$ cat config.mk
export PLATFORM = sky130hd
export DESIGN_NAME = rom_fetch_arbiter
export DESIGN_NICKNAME = d
export VERILOG_FILES = /design/src/rtl/rom_fetch_arbiter.sv
export SDC_FILE = /design/constraint.sdc
export NUM_CORES = 1
export LEC_CHECK = 0
export ABC_AREA = 1
export ABC_CLOCK_PERIOD_IN_PS = 2200
export CAP_MARGIN = 20
export CORE_MARGIN = 8
export CORE_UTILIZATION = 37
export DETAILED_ROUTE_END_ITERATION = 6
export GPL_TIMING_DRIVEN = 0
export MAX_ROUTING_LAYER = met4
export PLACE_DENSITY = 0.85
export SYNTH_ARGS = -nofsm -noshare
export SYNTH_HDL_FRONTEND = slang
export SYNTH_SLANG_ARGS = --single-unit
$ cat constraint.sdc
create_clock -name clk_i -period 2.2 [get_ports clk_i]
set_input_delay 0.55 -clock clk_i [delete_from_list [all_inputs] [get_ports clk_i]]
set_output_delay 0.55 -clock clk_i [all_outputs]
set_load 0.05 [all_outputs]
$ cat src/rtl/rom_fetch_arbiter.sv
// Two-port round-robin arbiter in front of a single-port combinational instruction ROM.
// Each port has a registered response slot that holds until the requester accepts it.
module rom_fetch_arbiter #(
    parameter int unsigned           ADDR_WIDTH = 32,
    parameter int unsigned           DATA_WIDTH = 32,
    parameter logic [ADDR_WIDTH-1:0] MEM_OFFSET = 32'h8000_0000,
    parameter int unsigned           MEM_SIZE   = 65536
) (
    input  logic                  clk_i,
    input  logic                  rst_n_i,
    input  logic                  p0_req_valid_i,
    output logic                  p0_req_ready_o,
    input  logic [ADDR_WIDTH-1:0] p0_addr_i,
    output logic                  p0_rsp_valid_o,
    input  logic                  p0_rsp_ready_i,
    output logic [DATA_WIDTH-1:0] p0_rsp_data_o,
    output logic                  p0_rsp_err_o,
    input  logic                  p1_req_valid_i,
    output logic                  p1_req_ready_o,
    input  logic [ADDR_WIDTH-1:0] p1_addr_i,
    output logic                  p1_rsp_valid_o,
    input  logic                  p1_rsp_ready_i,
    output logic [DATA_WIDTH-1:0] p1_rsp_data_o,
    output logic                  p1_rsp_err_o,
    output logic                  mem_ce_o,
    output logic [ADDR_WIDTH-1:0] mem_addr_o,
    input  logic [DATA_WIDTH-1:0] mem_data_i,
    output logic [15:0]           conflict_cnt_o
);

    // Window bounds carry one extra bit so OFFSET+SIZE cannot wrap.
    localparam logic [ADDR_WIDTH:0] LP_LO = {1'b0, MEM_OFFSET};
    localparam logic [ADDR_WIDTH:0] LP_HI = LP_LO + (ADDR_WIDTH+1)'(MEM_SIZE);

    function automatic logic f_bad(input logic [ADDR_WIDTH-1:0] a);
        f_bad = (a[1:0] != 2'b00) || ({1'b0, a} < LP_LO) || ({1'b0, a} >= LP_HI);
    endfunction

    logic                  r_p0_valid, r_p1_valid;
    logic [DATA_WIDTH-1:0] r_p0_data, r_p1_data;
    logic                  r_p0_err, r_p1_err;
    logic                  r_last_p1;
    logic [15:0]           r_conflict_cnt;

    logic                  w_elig0, w_elig1, w_both;
    logic                  w_grant0, w_grant1, w_any;
    logic [ADDR_WIDTH-1:0] w_addr;
    logic                  w_err;
    logic [DATA_WIDTH-1:0] w_cap_data;

    always_comb begin
        w_elig0    = p0_req_valid_i & (~r_p0_valid | p0_rsp_ready_i);
        w_elig1    = p1_req_valid_i & (~r_p1_valid | p1_rsp_ready_i);
        w_both     = w_elig0 & w_elig1;
        // On conflict the port that did not win last time gets the grant.
        w_grant0   = w_elig0 & (~w_elig1 | r_last_p1);
        w_grant1   = w_elig1 & (~w_elig0 | ~r_last_p1);
        w_any      = w_grant0 | w_grant1;
        w_addr     = w_grant1 ? p1_addr_i : p0_addr_i;
        w_err      = f_bad(w_addr);
        w_cap_data = w_err ? '0 : mem_data_i;
    end

    assign p0_req_ready_o = w_grant0;
    assign p1_req_ready_o = w_grant1;
    assign mem_ce_o       = w_any & ~w_err;
    assign mem_addr_o     = w_any ? w_addr : '0;
    assign p0_rsp_valid_o = r_p0_valid;
    assign p0_rsp_data_o  = r_p0_data;
    assign p0_rsp_err_o   = r_p0_err;
    assign p1_rsp_valid_o = r_p1_valid;
    assign p1_rsp_data_o  = r_p1_data;
    assign p1_rsp_err_o   = r_p1_err;
    assign conflict_cnt_o = r_conflict_cnt;

    always_ff @(posedge clk_i or negedge rst_n_i) begin
        if (!rst_n_i) begin
            r_p0_valid <= 1'b0;
            r_p0_data  <= '0;
            r_p0_err   <= 1'b0;
        end else if (w_grant0) begin
            r_p0_valid <= 1'b1;
            r_p0_data  <= w_cap_data;
            r_p0_err   <= w_err;
        end else if (p0_rsp_ready_i) begin
            r_p0_valid <= 1'b0;
        end
    end

    always_ff @(posedge clk_i or negedge rst_n_i) begin
        if (!rst_n_i) begin
            r_p1_valid <= 1'b0;
            r_p1_data  <= '0;
            r_p1_err   <= 1'b0;
        end else if (w_grant1) begin
            r_p1_valid <= 1'b1;
            r_p1_data  <= w_cap_data;
            r_p1_err   <= w_err;
        end else if (p1_rsp_ready_i) begin
            r_p1_valid <= 1'b0;
        end
    end

    // r_last_p1 resets high so port 0 wins the first conflict.
    always_ff @(posedge clk_i or negedge rst_n_i) begin
        if (!rst_n_i) begin
            r_last_p1      <= 1'b1;
            r_conflict_cnt <= '0;
        end else begin
            if (w_any) begin
                r_last_p1 <= w_grant1;
            end
            if (w_both && (r_conflict_cnt != 16'hFFFF)) begin
                r_conflict_cnt <= r_conflict_cnt + 16'd1;
            end
        end
    end

endmodule

-- Word-level counts from Yosys, hierarchy flattened
Cells that the tools add are included.
- output and inout port bits: 119
- word-level logic and storage cells: 42
- register bits: 85
- bits of input ports: 102
- bitwise operators: 17
- eq/ne operators: 1
- add/subtract/negate cells: 1
- order comparisons: 2
- reduce and logical (&&, ||, !) cells: 6
- multiplexer cells: 7
- operators by type and width (operator ; count):
    2-to-1 mux 32 bit ; 3
    >= comparator 32 bit (second input constant) ; 1
    < comparator 32 bit (second input constant) ; 1
    adder 16 x 1 -> 16 bit (second input constant) ; 1
    != test 16 bit (second input constant) ; 1
    AND 1 bit ; 6
    inverter 1 bit ; 6
    nonzero test 2 bit ; 3
    OR 1 bit ; 5
    2-to-1 mux 1 bit ; 4
    logical OR 1 bit ; 2
    logical AND 1 bit ; 1

-- Depth between registers and ports, before layout
- word-level depth: 12
- mapped depth: 15
- mapped depth without buffers: 13

-- Worst setup path before layout
No wires, ideal clock.
- kind: register to output
- from: register r_p1_valid, in the netlist p1_rsp_valid_o
- to: output port mem_ce_o
- arrival time: 2.386 ns
- data required time: 1.650 ns
- slack: -0.736 ns
- path buffers: 2
- stages on the path, launching flop included: 12
- path through: dfrtp_1 -> a21boi_4 -> buf_4 -> nand3b_1 -> nand2_1 -> nand2_1 -> nor2_1 -> nand2_1 -> nor2_2 -> buf_4 -> nand2_1 -> nor2_1
- cells in the longest elaborated chain, start to end: 10
- elaborated cells between the ends (all ways): 16
- those cells by class: order compare (2); mux (1); bitwise (10); reduce/logical (3)
- ends and longest elaborated chain (what ; line ; text):
    from (decl) ; 39 ; logic r_p0_valid, r_p1_valid;
    from (signal assigned) ; 92 ; r_p1_valid <= 1'b0;
    from (signal assigned) ; 96 ; r_p1_valid <= 1'b1;
    from (signal assigned) ; 100 ; r_p1_valid <= 1'b0;
    inverter 1 bit (*) ; 53 ; w_elig1 = p1_req_valid_i & (~r_p1_valid | p1_rsp_ready_i);
    OR 1 bit (*) ; 53 ;
    AND 1 bit (*) ; 53 ;
    AND 1 bit ; 57 ; w_grant1 = w_elig1 & (~w_elig0 | ~r_last_p1);
    2-to-1 mux 32 bit ; 59 ; w_addr = w_grant1 ? p1_addr_i : p0_addr_i;
    < comparator 32 bit / nonzero test 2 bit (equally long branches) ; 36 ; f_bad = (a[1:0] != 2'b00) || ({1'b0, a} < LP_LO) || ({1'b0, a} >= LP_HI);
    logical OR 1 bit (2 in series) ; 36 ;
    inverter 1 bit ; 66 ; assign mem_ce_o = w_any & ~w_err;
    AND 1 bit (*) ; 66 ;
    to (decl) ; 25 ; output logic mem_ce_o,
Every way passes the cells marked *; elsewhere a longest branch is shown, timed or not.

-- Worst setup path after layout
- from: input port p1_req_valid_i
- to: output port mem_ce_o
- cells in the longest elaborated chain, start to end: 8
- elaborated cells between the ends (all ways): 14
- those cells by class: order compare (2); mux (1); bitwise (8); reduce/logical (3)
- ends and longest elaborated chain (what ; line ; text):
    from (decl) ; 18 ; input logic p1_req_valid_i,
    AND 1 bit (*) ; 53 ;
    AND 1 bit ; 57 ;
    2-to-1 mux 32 bit ; 59 ;
    < comparator 32 bit / nonzero test 2 bit (equally long branches) ; 36 ;
    logical OR 1 bit (2 in series) ; 36 ;
    inverter 1 bit ; 66 ;
    AND 1 bit (*) ; 66 ;
Marked as above.

==> qor.yml <==
outcome:
  status: "finished with violations"
  violations: "negative setup slack"
grt:
  grt_max_degree: 44
  grt_first_pass_wirelength_um: 28100
  grt_overflow: 0
  grt_pass1_vias: 5311
  grt_usage_pct: 23.1
  antenna_found_initial: 0
sta:
  fmax_mhz: 343
  hold_ws_ns: 0.203
  finalHoldViolCount: 0
  setup_viol: 89
  fin_ws_ns: -0.719
  fin_crit_ns: 2.92
  worst_pin_slew_ns: 0.609
  fin_crit_sh_pct: 133
  slew_violations: 0
  finClkSkew_ns: 0.00901
  fin_setup_tns_ns: -24.44
  rsz0062_at_grt: "yes"
  slew_headroom_pct: 59.3
place:
  dpl.hpwl_um: 12900
  pre_cts_slack_ns: -1.83
  dp.cells: 936
  io_buffers: 220
  dpl-instance-area_mm2: 0.00710
  place_congestion: 0.880
logic_synthesis:
  netlist_top_cells_count: "233 x nand2_1, 84 x dfrtp_1, 66 x nand4_1"
  synthesis.nets: 671
  ys_ff_latch: 85
  yosysWarnings: 0
  seq_area_frac_synth_pct: 48.3
  synth_ff_type: "dfrtp_1"
  avgSynthCellArea_um2: 7.76
  syn_inst: 568
  yosys.area.top_type: "dfrtp_1"
  yosysMostFrequentCell: "nand2_1"
  synth_edf_count: 0
  syn_area_mm2: 0.00441
  ys_top_cells_by_area: "dfrtp_1 48%, nand2_1 20%, nand4_1 9.4%"
  async_flop_share_pct: 100
  synth_cell_types: 29
  synth_top_area_share_pct: 47.7
cts:
  cts_tree: "built"
  cts_buffer_depth: 2
  cts.clk_slew.worst_paths_ns: 0.06
  clock_latency_ns: 0.34
  htreeDepth: 3
  ctsRootBufferMaster: "clkbuf_16"
  numClockSinks: 85
  cts_buffers: 9
finish:
  nets: 953
  fin_area_mm2: 0.00866
  fin_util_pct: 73.3
  synthToLayoutAreaGrowth_pct: 96.5
  n_antenna_cell: 0
  final_cells: 1002
  layout-drive-gt1-share_pct: 28.9
route:
  dr.pass1.iters: 4
  wl_per_cell_um: 18.9
  ant_nets: 0
  vias: 5300
  initialDrtViolationCount: 434
  drcViolationCount: 0
  drt_wl_total_um: 18900
  avgViaCountPerCell: 5.29
pwr:
  peakVddDrop_mv: 0.406
  finalPower_mw: 5.92
  power.leakage_nw: 4.10
  power_density_mw_per_mm2: 683
critical_path:
  start_kind: "input port"
  critPathCaptureType: "primary output"
  reg2regPathDepth: 17
  crit_required_ns: 1.65
  critPathKind: "input port to primary output"
  arrival_ns: 2.37
  crit_fanout: 8
floorplan:
  ioPinCount: 221
  rows: 40
  die-width_um: 125
  dieArea_mm2: 0.0157
  core_area_mm2: 0.0118
  die_h_um: 125
  initial_core_util_pct: 37.3
flow_run:
  maxCapViolCount: 0
min_path:
  hold_class: "input port to async pin"
==> registers in the layout, indices dropped and copies added, names as in the netlist <==
name / flops
r_last_p1: 1
p1_rsp_data_o: 32
conflict_cnt_o: 16
p0_rsp_valid_o: 1
p1_rsp_err_o: 1
p0_rsp_data_o: 32
p0_rsp_err_o: 1
p1_rsp_valid_o: 1
==> layout by cell type, fill, tap and decap left out, types with 2 or more instances in the layout <==
cell / synthesis / layout
a21oi_4: 0 / 18
a21oi_2: 0 / 2
dfrtp_1: 84 / 82
o21ai_4: 0 / 3
nand2_2: 1 / 39
nand3_1: 10 / 10
nand3b_1: 6 / 6
inv_1: 33 / 29
nor2_1: 29 / 13
inv_6: 0 / 3
inv_4: 0 / 2
clkdlybuf4s50_1: 0 / 178
inv_2: 5 / 4
buf_12: 0 / 6
buf_1: 7 / 2
xor2_1: 11 / 11
dlygate4sd2_1: 0 / 3
nor2_2: 2 / 5
buf_2: 6 / 6
o21ai_2: 0 / 2
nor2_4: 0 / 13
clkbuf_8: 0 / 2
clkbuf_16: 0 / 21
dfrtp_2: 0 / 2
nand2_4: 1 / 12
o21ai_0: 7 / 7
buf_8: 0 / 33
buf_4: 8 / 29
clkbuf_2: 0 / 4
nand4_1: 66 / 66
nand2_1: 233 / 184
buf_6: 7 / 31
xnor2_1: 3 / 3
nor3_1: 4 / 4
clkbuf_1: 10 / 3
nor4_1: 3 / 3
==> cell families (layout without fill, tap and decap cells) <==
kind of cell / count (synthesis) / after routing / share of synthesized area [%]
fa+ha+maj: 1 / 1 / 0.284
compound gates: 34 / 34 / 4.18
buf+inv: 76 / 363 / 8.52
flops: 85 / 85 / 48.3
xor+xnor: 14 / 14 / 2.78
simple gates: 358 / 358 / 35.9
==> where the power goes <==
part / leakage, nW / switching [mW] / total, mW / internal [mW]
logic: 2.79 / 1.51 / 2.54 / 1.03
clock network: 0.153 / 0.649 / 1.60 / 0.954
registers: 1.15 / 0.109 / 1.77 / 1.66
total: 4.10 / 2.27 / 5.92 / 3.65
==> per-layer routing <==
metal | vias up | global-route usage (%) | part of all wire [%]
li1 | 2414 | - | -
met1 | 2532 | 27.4 | 39
met2 | 296 | 37.0 | 48
met3 | 58 | 4.42 | 7.9
met4 | 0 | 11.5 | 4.6
met5 | - | - | 0
==> final timing paths <==
check / from / to / slack [ns]
min in group clk_i: p1_rsp_data_o[11]$_DFFE_PN0N_ / p1_rsp_data_o[11]$_DFFE_PN0N_ / 0.48
max: p1_req_valid_i / mem_ce_o / -0.72
min reg2reg: p1_rsp_data_o[11]$_DFFE_PN0N_ / p1_rsp_data_o[11]$_DFFE_PN0N_ / 0.48
min: rst_n_i / p0_rsp_valid_o$_DFFE_PN0P_ / 0.20
max reg2reg: r_last_p1$_DFFE_PN1P_ / p1_rsp_data_o[3]$_DFFE_PN0N_ / -0.27
max in group asynchronous: rst_n_i / p1_rsp_valid_o$_DFFE_PN0P_ / 1.36
==> cell type report <==
class,count,area [um^2]
fillers,798,3150
repair buffers,272,2990
multi-input cells,407,2450
flip-flops and latches,85,2130
plain buffers,37,408
clock buffers,11,253
well taps,147,184
inverters,38,180
clock inverters,5,63.8
==> critical path, stage by stage <==
cell           delay, ns
dlygate4sd2_1       0.20
a21boi_4            0.30
nand2_4             0.13
buf_8               0.17
nand2_2             0.09
nand2_1             0.07
nor2_1              0.12
nand2_1             0.13
nor2_4              0.17
buf_6               0.13
nand2_4             0.07
nor2_4              0.09
buf_8               0.15
==> repair_timing <==
action | 4_1_cts | 5_1_grt
resized for setup | 373 | 75
pin swaps | 23 | 25
setup endpoints to repair | 110 | 111
buffers inserted | 31 | 12
hold buffers | 0 | 0
cloned | 4 | 10
hold endpoints to repair | 0 | 0
Power figures use the tool's default switching activity.
